==> config.mk <==
export PLATFORM = sky130hd
export DESIGN_NAME = dp3_sweep_ctrl_flat
export DESIGN_NICKNAME = d
export VERILOG_FILES = /design/src/rtl/dp3_sweep_ctrl_pkg.sv /design/src/rtl/dp3_sweep_ctrl_if.sv /design/src/rtl/dp3_sweep_ctrl_idx_walk.sv /design/src/rtl/dp3_sweep_ctrl.sv /design/src/flat_wrapper.sv
export SDC_FILE = /design/constraint.sdc
export NUM_CORES = 1
export LEC_CHECK = 0
export BUFFER_PORTS_ARGS = -buffer_cell sky130_fd_sc_hd__buf_2
export CAP_MARGIN = 20
export CORE_ASPECT_RATIO = 0.7
export CORE_MARGIN = 2
export CORE_UTILIZATION = 30
export DETAILED_ROUTE_END_ITERATION = 8
export PLACE_DENSITY_LB_ADDON = 0.12
export RECOVER_POWER = 25
export SLEW_MARGIN = 20
export SYNTH_ARGS = -nofsm -noshare
export SYNTH_HDL_FRONTEND = slang
export SYNTH_HIERARCHICAL = 1
export SYNTH_SLANG_ARGS = --single-unit
==> constraint.sdc <==
create_clock -name clk -period 3.1 [get_ports clk]
set_input_delay 0.62 -clock clk [delete_from_list [all_inputs] [get_ports clk]]
set_output_delay 0.62 -clock clk [all_outputs]
set_load 0.1 [all_outputs]
==> src/rtl/dp3_sweep_ctrl_pkg.sv <==
// Shared types for the 3D alignment sweep sequencer.
// States, default widths, score floor and the lattice coordinate bundle.
package dp3_pkg;

  localparam int IDX_W   = 8;
  localparam int SCORE_W = 12;

  localparam logic signed [SCORE_W-1:0] SCORE_MIN =
    {1'b1, {(SCORE_W-1){1'b0}}};

  typedef enum logic [2:0] {
    IDLE,
    FETCH,
    CALC,
    WRITE,
    DONE
  } sweep_state_t;

  typedef struct packed {
    logic [IDX_W-1:0] i;
    logic [IDX_W-1:0] j;
    logic [IDX_W-1:0] k;
  } coord_t;

endpackage

==> src/rtl/dp3_sweep_ctrl_if.sv <==
// Host, score-store and datapath signals of the sweep sequencer.
// Optional abort/aborted pair exists only when ABORT_EN is defined.
interface dp3_sweep_ctrl_if #(
  parameter int IDX_W   = 8,
  parameter int SCORE_W = 12
);

  logic                      start;
  logic [IDX_W-1:0]          len_x;
  logic [IDX_W-1:0]          len_y;
  logic [IDX_W-1:0]          len_z;
  logic                      busy;
  logic                      done;
  logic [IDX_W-1:0]          cell_i;
  logic [IDX_W-1:0]          cell_j;
  logic [IDX_W-1:0]          cell_k;
  logic                      rd_req;
  logic                      rd_ack;
  logic                      cap_en;
  logic                      wr_req;
  logic                      wr_ack;
  logic signed [SCORE_W-1:0] score_in;
  logic signed [SCORE_W-1:0] best_score;
  logic [IDX_W-1:0]          best_i;
  logic [IDX_W-1:0]          best_j;
  logic [IDX_W-1:0]          best_k;
`ifdef ABORT_EN
  logic                      abort;
  logic                      aborted;
`endif

  modport slave (
`ifdef ABORT_EN
    input  abort,
    output aborted,
`endif
    input  start, len_x, len_y, len_z,
    input  rd_ack, wr_ack, score_in,
    output busy, done,
    output cell_i, cell_j, cell_k,
    output rd_req, cap_en, wr_req,
    output best_score,
    output best_i, best_j, best_k
  );

  modport master (
`ifdef ABORT_EN
    output abort,
    input  aborted,
`endif
    output start, len_x, len_y, len_z,
    output rd_ack, wr_ack, score_in,
    input  busy, done,
    input  cell_i, cell_j, cell_k,
    input  rd_req, cap_en, wr_req,
    input  best_score,
    input  best_i, best_j, best_k
  );

endinterface

==> src/rtl/dp3_sweep_ctrl_idx_walk.sv <==
// Raster (i,j,k) lattice walker, k fastest; 1-based indices.
// Shared with the traceback sequencer.
module dp3_idx_walk
  import dp3_pkg::*;
(
  input  logic   clk,
  input  logic   rst,
  input  logic   load_i,
  input  logic   inc_i,
  input  coord_t len_i,
  output coord_t idx_o,
  output logic   last_o
);

  localparam logic [IDX_W-1:0] ONE = IDX_W'(1);

  coord_t idx_q, idx_d;

  always_ff @(posedge clk or posedge rst) begin
    if (rst) idx_q <= '0;
    else     idx_q <= idx_d;
  end

  always_comb begin
    idx_d = idx_q;
    unique case (1'b1)
      load_i: idx_d = '{i: ONE, j: ONE, k: ONE};
      inc_i: begin
        if (idx_q.k == len_i.k) begin
          idx_d.k = ONE;
          if (idx_q.j == len_i.j) begin
            idx_d.j = ONE;
            idx_d.i = idx_q.i + ONE;
          end else begin
            idx_d.j = idx_q.j + ONE;
          end
        end else begin
          idx_d.k = idx_q.k + ONE;
        end
      end
      default: ;
    endcase
  end

  assign idx_o  = idx_q;
  assign last_o = (idx_q == len_i);

endmodule

==> src/rtl/dp3_sweep_ctrl.sv <==
// Fetch/compute/write sequencer for the 3D affine-gap cell datapath.
// Define ABORT_EN to add the abort input and aborted pulse.
module dp3_sweep_ctrl
  import dp3_pkg::*;
#(
  parameter int IDX_W    = dp3_pkg::IDX_W,
  parameter int SCORE_W  = dp3_pkg::SCORE_W,
  parameter int CELL_LAT = 2
) (
  input logic             clk,
  input logic             rst,
  dp3_sweep_ctrl_if.slave bus
);

  localparam int CNT_W = (CELL_LAT > 1) ? $clog2(CELL_LAT) : 1;
  localparam logic [IDX_W-1:0] ZERO = '0;
  localparam logic signed [SCORE_W-1:0] SMIN =
    {1'b1, {(SCORE_W-1){1'b0}}};

  sweep_state_t              state_q, state_d;
  logic [CNT_W-1:0]          cnt_q, cnt_d;
  coord_t                    len_q, len_d;
  logic signed [SCORE_W-1:0] best_q, best_d;
  coord_t                    bpos_q, bpos_d;
  coord_t                    idx;
  logic                      last;
  logic                      load, zero_len;
  logic                      abort_hit, rd_fire, wr_fire;

`ifdef ABORT_EN
  logic aborted_q;
  assign abort_hit   = bus.abort & (state_q != IDLE);
  assign bus.aborted = aborted_q;
  always_ff @(posedge clk or posedge rst) begin
    if (rst) aborted_q <= 1'b0;
    else     aborted_q <= abort_hit;
  end
`else
  assign abort_hit = 1'b0;
`endif

  assign load     = (state_q == IDLE) & bus.start;
  assign zero_len = (bus.len_x == ZERO) | (bus.len_y == ZERO)
                  | (bus.len_z == ZERO);
  // Abort wins over an ack landing in the same cycle.
  assign rd_fire  = bus.rd_req & bus.rd_ack & ~abort_hit;
  assign wr_fire  = bus.wr_req & bus.wr_ack & ~abort_hit;

  dp3_idx_walk u_walk (
    .clk    (clk),
    .rst    (rst),
    .load_i (load),
    .inc_i  (wr_fire),
    .len_i  (len_q),
    .idx_o  (idx),
    .last_o (last)
  );

  always_ff @(posedge clk or posedge rst) begin
    if (rst) begin
      state_q <= IDLE;
      cnt_q   <= '0;
      len_q   <= '0;
      best_q  <= '0;
      bpos_q  <= '0;
    end else begin
      state_q <= state_d;
      cnt_q   <= cnt_d;
      len_q   <= len_d;
      best_q  <= best_d;
      bpos_q  <= bpos_d;
    end
  end

  always_comb begin
    state_d = state_q;
    cnt_d   = cnt_q;
    case (state_q)
      IDLE:  if (bus.start) state_d = zero_len ? DONE : FETCH;
      FETCH: if (rd_fire) begin
        cnt_d   = CNT_W'(CELL_LAT - 1);
        state_d = CALC;
      end
      CALC:  if (cnt_q == '0) state_d = WRITE;
             else             cnt_d   = cnt_q - 1'b1;
      WRITE: if (wr_fire) state_d = last ? DONE : FETCH;
      DONE:  state_d = IDLE;
      default: state_d = IDLE;
    endcase
    if (abort_hit) state_d = IDLE;
  end

  always_comb begin
    len_d  = len_q;
    best_d = best_q;
    bpos_d = bpos_q;
    if (load) begin
      len_d  = '{i: bus.len_x, j: bus.len_y, k: bus.len_z};
      best_d = SMIN;
      bpos_d = '0;
    end else if (wr_fire && (bus.score_in > best_q)) begin
      best_d = bus.score_in;
      bpos_d = idx;
    end
  end

  assign bus.busy       = (state_q != IDLE);
  assign bus.done       = (state_q == DONE);
  assign bus.rd_req     = (state_q == FETCH);
  assign bus.wr_req     = (state_q == WRITE);
  assign bus.cap_en     = rd_fire;
  assign bus.cell_i     = idx.i;
  assign bus.cell_j     = idx.j;
  assign bus.cell_k     = idx.k;
  assign bus.best_score = best_q;
  assign bus.best_i     = bpos_q.i;
  assign bus.best_j     = bpos_q.j;
  assign bus.best_k     = bpos_q.k;

endmodule

==> src/flat_wrapper.sv <==
// flat-port wrapper written by rule: the top's interface ports become plain ports
module dp3_sweep_ctrl_flat import dp3_pkg::*;
#(
  parameter int IDX_W    = dp3_pkg::IDX_W,
  parameter int SCORE_W  = dp3_pkg::SCORE_W,
  parameter int CELL_LAT = 2
)
  (clk, rst, bus_start, bus_len_x, bus_len_y, bus_len_z, bus_rd_ack, bus_wr_ack, bus_score_in, bus_busy, bus_done, bus_cell_i, bus_cell_j, bus_cell_k, bus_rd_req, bus_cap_en, bus_wr_req, bus_best_score, bus_best_i, bus_best_j, bus_best_k);
  dp3_sweep_ctrl_if #(.IDX_W(IDX_W), .SCORE_W(SCORE_W)) bus_i ();
  input logic clk;
  input logic rst;
  input wire logic [$bits(bus_i.start)-1:0] bus_start;
  input wire logic [$bits(bus_i.len_x)-1:0] bus_len_x;
  input wire logic [$bits(bus_i.len_y)-1:0] bus_len_y;
  input wire logic [$bits(bus_i.len_z)-1:0] bus_len_z;
  input wire logic [$bits(bus_i.rd_ack)-1:0] bus_rd_ack;
  input wire logic [$bits(bus_i.wr_ack)-1:0] bus_wr_ack;
  input wire logic [$bits(bus_i.score_in)-1:0] bus_score_in;
  output wire logic [$bits(bus_i.busy)-1:0] bus_busy;
  output wire logic [$bits(bus_i.done)-1:0] bus_done;
  output wire logic [$bits(bus_i.cell_i)-1:0] bus_cell_i;
  output wire logic [$bits(bus_i.cell_j)-1:0] bus_cell_j;
  output wire logic [$bits(bus_i.cell_k)-1:0] bus_cell_k;
  output wire logic [$bits(bus_i.rd_req)-1:0] bus_rd_req;
  output wire logic [$bits(bus_i.cap_en)-1:0] bus_cap_en;
  output wire logic [$bits(bus_i.wr_req)-1:0] bus_wr_req;
  output wire logic [$bits(bus_i.best_score)-1:0] bus_best_score;
  output wire logic [$bits(bus_i.best_i)-1:0] bus_best_i;
  output wire logic [$bits(bus_i.best_j)-1:0] bus_best_j;
  output wire logic [$bits(bus_i.best_k)-1:0] bus_best_k;
  assign bus_i.start = bus_start;
  assign bus_i.len_x = bus_len_x;
  assign bus_i.len_y = bus_len_y;
  assign bus_i.len_z = bus_len_z;
  assign bus_i.rd_ack = bus_rd_ack;
  assign bus_i.wr_ack = bus_wr_ack;
  assign bus_i.score_in = bus_score_in;
  assign bus_busy = bus_i.busy;
  assign bus_done = bus_i.done;
  assign bus_cell_i = bus_i.cell_i;
  assign bus_cell_j = bus_i.cell_j;
  assign bus_cell_k = bus_i.cell_k;
  assign bus_rd_req = bus_i.rd_req;
  assign bus_cap_en = bus_i.cap_en;
  assign bus_wr_req = bus_i.wr_req;
  assign bus_best_score = bus_i.best_score;
  assign bus_best_i = bus_i.best_i;
  assign bus_best_j = bus_i.best_j;
  assign bus_best_k = bus_i.best_k;
  dp3_sweep_ctrl #(.IDX_W(IDX_W), .SCORE_W(SCORE_W), .CELL_LAT(CELL_LAT)) u_core (.clk(clk), .rst(rst), .bus(bus_i));
endmodule
==> impl_metrics.py, run 1 <==
metrics = {
    "pwr": {
        "finalPower_mw": 7.39,
        "leakage_nw": 3.16,
        "vdd_drop_max_mv": 0.538,
        "pwr_density_cell_nw_per_um2": 1110,
    },
    "global_route": {
        "grt_pass1_vias": 5007,
        "gr-total-overflow": 0,
        "grt_usage_pct": 17.4,
        "antenna_found_initial": 0,
        "grt_pass1_wl_mm": 27.7,
        "grt_max_degree": 95,
    },
    "final_layout": {
        "final_cell_area_um2": 6640,
        "antenna_cells": 0,
        "area_delta_synth_final_pct": 19.0,
        "layout-drive-gt1-share_pct": 21.0,
        "finish.net_count": 789,
    },
    "floorplanning": {
        "initial_core_util_pct": 30.8,
        "num_rows": 41,
        "dieArea_um2": 19700,
        "io_pins": 106,
        "core-area_um2": 18100,
        "fp.dieH_um": 118,
        "die_w_um": 167,
    },
    "timing": {
        "worstMarginPinSlew_ps": 1240,
        "period_minus_slack_ps": 2660,
        "setup_viol": 0,
        "skew_ps": 12.7,
        "slew_viol_final": 0,
        "max-slew-margin-rel_pct": 17.0,
        "fin_crit_sh_pct": 85.8,
        "whs_ps": 478,
        "hold_viol": 0,
        "tns_ps": 0,
        "rsz0062_at_grt": "false",
        "max_freq_mhz": 376,
    },
    "clock_network": {
        "cts_root_buf": "clkbuf_16",
        "holdBufCountCts": 0,
        "cts_max_level": 3,
        "insertion_delay_ps": 360,
        "cts_buffer_depth": 2,
        "post-cts-setup-buffers": 0,
        "cts_buffers": 9,
        "cts_resized": 0,
        "clock_sinks": 88,
        "tritoncts": "done",
        "clk_pin_slew_ps": 70,
    },
    "synth": {
        "syn_area_um2": 5580,
        "synth.avg_cell_area_um2": 8.57,
        "syn-num-nets": 707,
        "synth_top_area_share_pct": 39.5,
        "yosys_warnings": 6,
        "synthCells": 651,
        "ys_seq_area_share_pct": 39.5,
        "synthArstFlopShare_pct": 100,
        "ys_top_cells_by_area": "dfrtp_1 39%, nand2_1 8.8%, a32oi_1 5.5%",
        "synth_top_flop_cell": "dfrtp_1",
        "synthTopCellsByCount": "131 x nand2_1, 88 x dfrtp_1, 47 x nor2_1",
        "ys_types": 59,
        "synth-seq-cells": 88,
        "synth_top_area_cell": "dfrtp_1",
        "synth_enable_flop_cells": 0,
        "post-synth-top-count-cell": "nand2_1",
    },
    "critical_path": {
        "startpoint_type": "flop",
        "cp_max_fo": 75,
        "path_cells": "inv_1, ha_2, buf_4, a21oi_1, o21a_1, o21ai_4, nor3b_4, buf_12, a32oi_1, o221ai_1",
        "r2r_start": "u_core/bus.best_score[11]$_DFFE_PP0P_",
        "path_delay_family": "compound AO/OA/AOI/OAI gates",
        "critPathMaxStageDelay_ps": 420,
        "cp_data_required_time_ps": 3340,
        "path_buf_inv": 3,
        "crit_path_top_delay_cell": "dfrtp_1",
        "startpoint": "u_core/bus.best_score[11]$_DFFE_PP0P_",
        "crit_type": "reg -> reg",
        "crit_arrival_ps": 2900,
        "setup.worst_path.end_class": "flop",
    },
    "status": {
        "status": "completed",
    },
    "place": {
        "place_hpwl_mm": 11.6,
        "routabilityCongestion": 0.775,
        "io_buffers": 105,
        "postPlaceCellArea_um2": 6370,
    },
    "flow_run": {
        "cap_violations": 0,
    },
    "routing": {
        "drt_iter0_markers": 329,
        "wirelength_mm": 17.0,
        "ant_nets": 0,
        "wl_per_cell_um": 17.5,
        "first_pass_iters": 5,
        "route.detailed.drc": 0,
        "via_per_inst": 5.47,
        "via_count": 5323,
    },
    "hold_path": {
        "min_path_type": "in -> async",
    },
}
==> power by group <==
group          internal, mW  switching (mW)
registers              1.52           0.393
logic                  1.13            3.29
clock network         0.588           0.481
total                  3.23            4.16
==> sequential cells by signal, indices dropped and copies added (netlist names) <==
signal / count
u_core/len_q: 24
u_core/u_walk/idx_o: 24
u_core/bus.best_score: 12
u_core/bus.best_i: 8
u_core/bus.best_j: 8
u_core/bus.best_k: 8
u_core/state_q: 3
u_core/cnt_q: 1
==> through the flow <==
stage          std cells  setup slack [ps]  utilization, %
2_1_floorplan        651               120               -
3_3_place_gp         958               247            35.2
3_5_place_dp         958               168            35.2
4_1_cts              974               435            36.7
5_1_grt              974               207            36.6
6_report             974               441            36.6
==> final timing paths <==
path	slack [ps]	end	depth (start not counted)
worst max register to register	440	u_core/bus.best_i[0]$_DFFE_PP0P_	10
worst max-delay path	440	u_core/bus.best_i[0]$_DFFE_PP0P_	10
min in group clk	480	u_core/len_q[9]$_DFFE_PP0P_	3
worst min register to register	500	u_core/len_q[10]$_DFFE_PP0P_	2
worst min-delay path	480	u_core/u_walk/idx_o[5]$_DFFE_PP0P_	2
max in group asynchronous	930	u_core/bus.best_i[0]$_DFFE_PP0P_	3
==> cell families after synthesis <==
kind of cell	count (synthesis)	share of synthesized area, %
simple gates	273	23.6
compound gates	169	22.7
flops	88	39.5
buf+inv	74	5.76
xor+xnor	28	4.40
fa+ha+maj	15	3.36
mux	4	0.718
==> worst reg2reg max path, cell delays in order, from the launching register on <==
cell and delay (ps):
dfrtp_1 420, inv_1 80, ha_2 270, buf_4 350, a21oi_1 240, o21a_1 250, o21ai_4 100, nor3b_4 250
buf_12 240, a32oi_1 100, o221ai_1 260
==> metal layers <==
layer	vias up	track usage [%]	routed length, um
li1	2547	-	-
met1	2587	25.0	8220
met2	165	25.6	7410
met3	24	4.37	1080
met4	0	5.39	318
met5	-	0	0
==> layout by cell type (no fill, tap or decap), types with 3 or more instances in the layout <==
cell       netlist  layout
a211oi_1         3       3
a21oi_1         18      18
a22o_1           5       5
a32oi_1         35      35
and3_1          44      44
buf_12           0       4
buf_2           17     104
buf_4            0      10
clkbuf_16        0       9
dfrtp_1         88      88
ha_1            15      14
inv_1           23      24
mux2i_1          4       4
nand2_1        131     130
nand3_1         13      13
nand4_1          7       7
nor2_1          47      47
nor3_1           7       7
nor4_1           8       8
o211ai_1         3       3
o21ai_0          8       8
o21ai_1         37      37
o221ai_1        35      35
xnor2_1         17      17
xor2_1          11      11
==> layout make-up <==
cell class | count | area (um^2)
Tap cell | 236 | 295
Inverter | 25 | 93.8
Clock buffer | 12 | 256
Timing Repair Buffer | 120 | 684
Multi-Input combinational cell | 489 | 3080
Clock inverter | 4 | 28.8
Sequential cell | 88 | 2200
Fill cell | 1868 | 11500
No activity file was read; power rests on OpenSTA's default activity.
==> inputs of run 2 (changes only) <==
- CAP_MARGIN: 20 -> 10
- CELL_PAD_IN_SITES_DETAIL_PLACEMENT: not set -> 1
- CELL_PAD_IN_SITES_GLOBAL_PLACEMENT: not set -> 2
==> run 2 against run 1 <==
  * Clock-buffer cell count shrank 1
  * Power grew 4.2%
  * Sequential cell count is the same
  * Non-clock buffer count grew 10
  * Wire length grew 10%
  * Critical path depth is the same
  * Core utilization grew 0.58 points
  * Sequential power is essentially flat
  * Global-route usage grew 1.8 points
  * Largest power group unchanged
==> impl_metrics.py, run 2 (synthesis gave the netlist of run 1 again) <==
metrics = {
    "status": {
        "status": "completed",
    },
    "floorplanning": {
        "die_w_um": 167,
        "initial_core_util_pct": 30.8,
        "io_pins": 106,
        "core-area_um2": 18100,
        "fp.dieH_um": 118,
        "num_rows": 41,
        "dieArea_um2": 19700,
    },
    "timing": {
        "period_minus_slack_ps": 2730,
        "max-slew-margin-rel_pct": 13.5,
        "max_freq_mhz": 367,
        "hold_viol": 0,
        "setup_ws_ps": 372,
        "skew_ps": 12.6,
        "slew_viol_final": 0,
        "rsz0062_at_grt": "false",
        "setup_viol": 0,
        "worstMarginPinSlew_ps": 1300,
        "fin_crit_sh_pct": 88.0,
    },
    "global_route": {
        "grt_pass1_wl_mm": 30.7,
        "gr-total-overflow": 0,
        "grt_pass1_vias": 5696,
        "grt_usage_pct": 19.3,
        "grt_max_degree": 95,
        "antenna_found_initial": 0,
    },
    "final_layout": {
        "final_cell_area_um2": 6740,
        "layout-drive-gt1-share_pct": 22.1,
        "area_delta_synth_final_pct": 20.9,
        "final_util_pct": 37.2,
        "final_cell_mix": "130 x nand2_1, 104 x buf_2, 88 x dfrtp_1",
        "mostFrequentLayoutCell": "nand2_1",
        "final_cells": 984,
        "nFillCells": 2153,
        "antenna_cells": 0,
        "finish.net_count": 799,
    },
    "clock_network": {
        "cts_root_buf": "clkbuf_16",
        "cts_max_level": 3,
        "cts_buffer_depth": 2,
        "clk_pin_slew_ps": 70,
        "clock_sinks": 88,
        "tritoncts": "done",
        "cts_buffers": 9,
        "insertion_delay_ps": 360,
        "holdBufCountCts": 0,
    },
    "critical_path": {
        "crit_arrival_ps": 2940,
        "cp_data_required_time_ps": 3310,
        "startpoint_type": "flop",
        "setup.worst_path.end_class": "flop",
        "crit_end": "u_core/bus.best_score[3]$_DFFE_PP0P_",
        "startpoint": "u_core/bus.best_score[11]$_DFFE_PP0P_",
        "cp_max_fo": 13,
        "r2r_cells": 10,
        "r2r_start": "u_core/bus.best_score[11]$_DFFE_PP0P_",
        "reg2reg_slack_ps": 370,
        "crit_type": "reg -> reg",
        "reg2reg_to": "u_core/bus.best_score[3]$_DFFE_PP0P_",
    },
    "routing": {
        "first_pass_iters": 4,
        "via_count": 5423,
        "wl_per_cell_um": 19.1,
        "route.detailed.drc": 0,
        "via_per_inst": 5.51,
        "ant_nets": 0,
        "drt_iter0_markers": 337,
        "wirelength_mm": 18.8,
    },
    "place": {
        "dpl_worst_slack_ps": -117,
        "dpl.cell_count": 965,
        "routabilityCongestion": 0.747,
        "place_hpwl_mm": 13.0,
        "io_buffers": 105,
        "postPlaceCellArea_um2": 6410,
    },
    "flow_run": {
        "cap_violations": 0,
    },
    "hold_path": {
        "min_path_type": "in -> async",
    },
    "pwr": {
        "pwr_density_cell_nw_per_um2": 1140,
        "leakage_nw": 3.23,
        "vdd_drop_max_mv": 0.672,
    },
}
## run 2: metrics by stage
| step | hold WS [ps] | power (mW) | TNS (ps) |
|---|---|---|---|
| after floorplan | 465 | 5.40 | 0 |
| after global placement | 480 | 6.34 | -1080 |
| after detailed placement | 492 | 6.50 | -1410 |
| after CTS | 416 | 7.77 | 0 |
| after global routing | 420 | 8.20 | 0 |
| final | 356 | 7.70 | 0 |
## run 2: worst max-delay path, stage by stage, from the launching register on
cell,delay [ps]
dfrtp_1,420
inv_1,70
ha_2,380
nand4_1,170
or3_4,470
o21a_4,240
nor3b_4,140
buf_4,170
buf_4,200
a32oi_1,180
o221ai_1,150
## run 2: per-layer routing
metal / track usage (%) / up-vias / part of all wire (%)
met2: 31.3 / 108 / 46
li1: - / 2577 / -
met4: 3.93 / 0 / 0.77
met1: 26.6 / 2727 / 49
met5: 0 / - / 0
met3: 3.87 / 11 / 4.2
## run 2: cell type report
type | instances | area, um^2 | area share (%)
sequential | 88 | 2200 | 32.7
tap | 236 | 295 | 4.38
clock buffer | 11 | 253 | 3.75
inverter | 25 | 93.8 | 1.39
clock inverter | 5 | 78.8 | 1.17
multi-input combinational | 489 | 3080 | 45.6
timing repair buffer | 130 | 743 | 11.0
## run 2: timing repair
item,4_1_cts,5_1_grt
buffers inserted,0,3
gates resized for setup,0,0
hold endpoints to repair,0,0
setup endpoints to repair,0,1
## run 2: how the worst min path moves through the flow
stage                                       from                                 end  slack, ps  cells after the start
global route                                 rst  u_core/u_walk/idx_o[6]$_DFFE_PP0P_        420                      2
finish                                       rst  u_core/u_walk/idx_o[5]$_DFFE_PP0P_        360                      2
global placement    u_core/len_q[13]$_DFFE_PP0P_        u_core/len_q[13]$_DFFE_PP0P_        480                      2
detailed placement   u_core/len_q[4]$_DFFE_PP0P_         u_core/len_q[4]$_DFFE_PP0P_        490                      2
CTS                                          rst    u_core/bus.best_k[6]$_DFFE_PP0P_        420                      2
floorplan           u_core/len_q[10]$_DFFE_PP0P_        u_core/len_q[10]$_DFFE_PP0P_        470                      2
## run 2: where the power goes
part           switching [mW]  internal (mW)
clock network           0.491          0.750
registers               0.376           1.52
logic                    3.39           1.18
total                    4.26           3.44
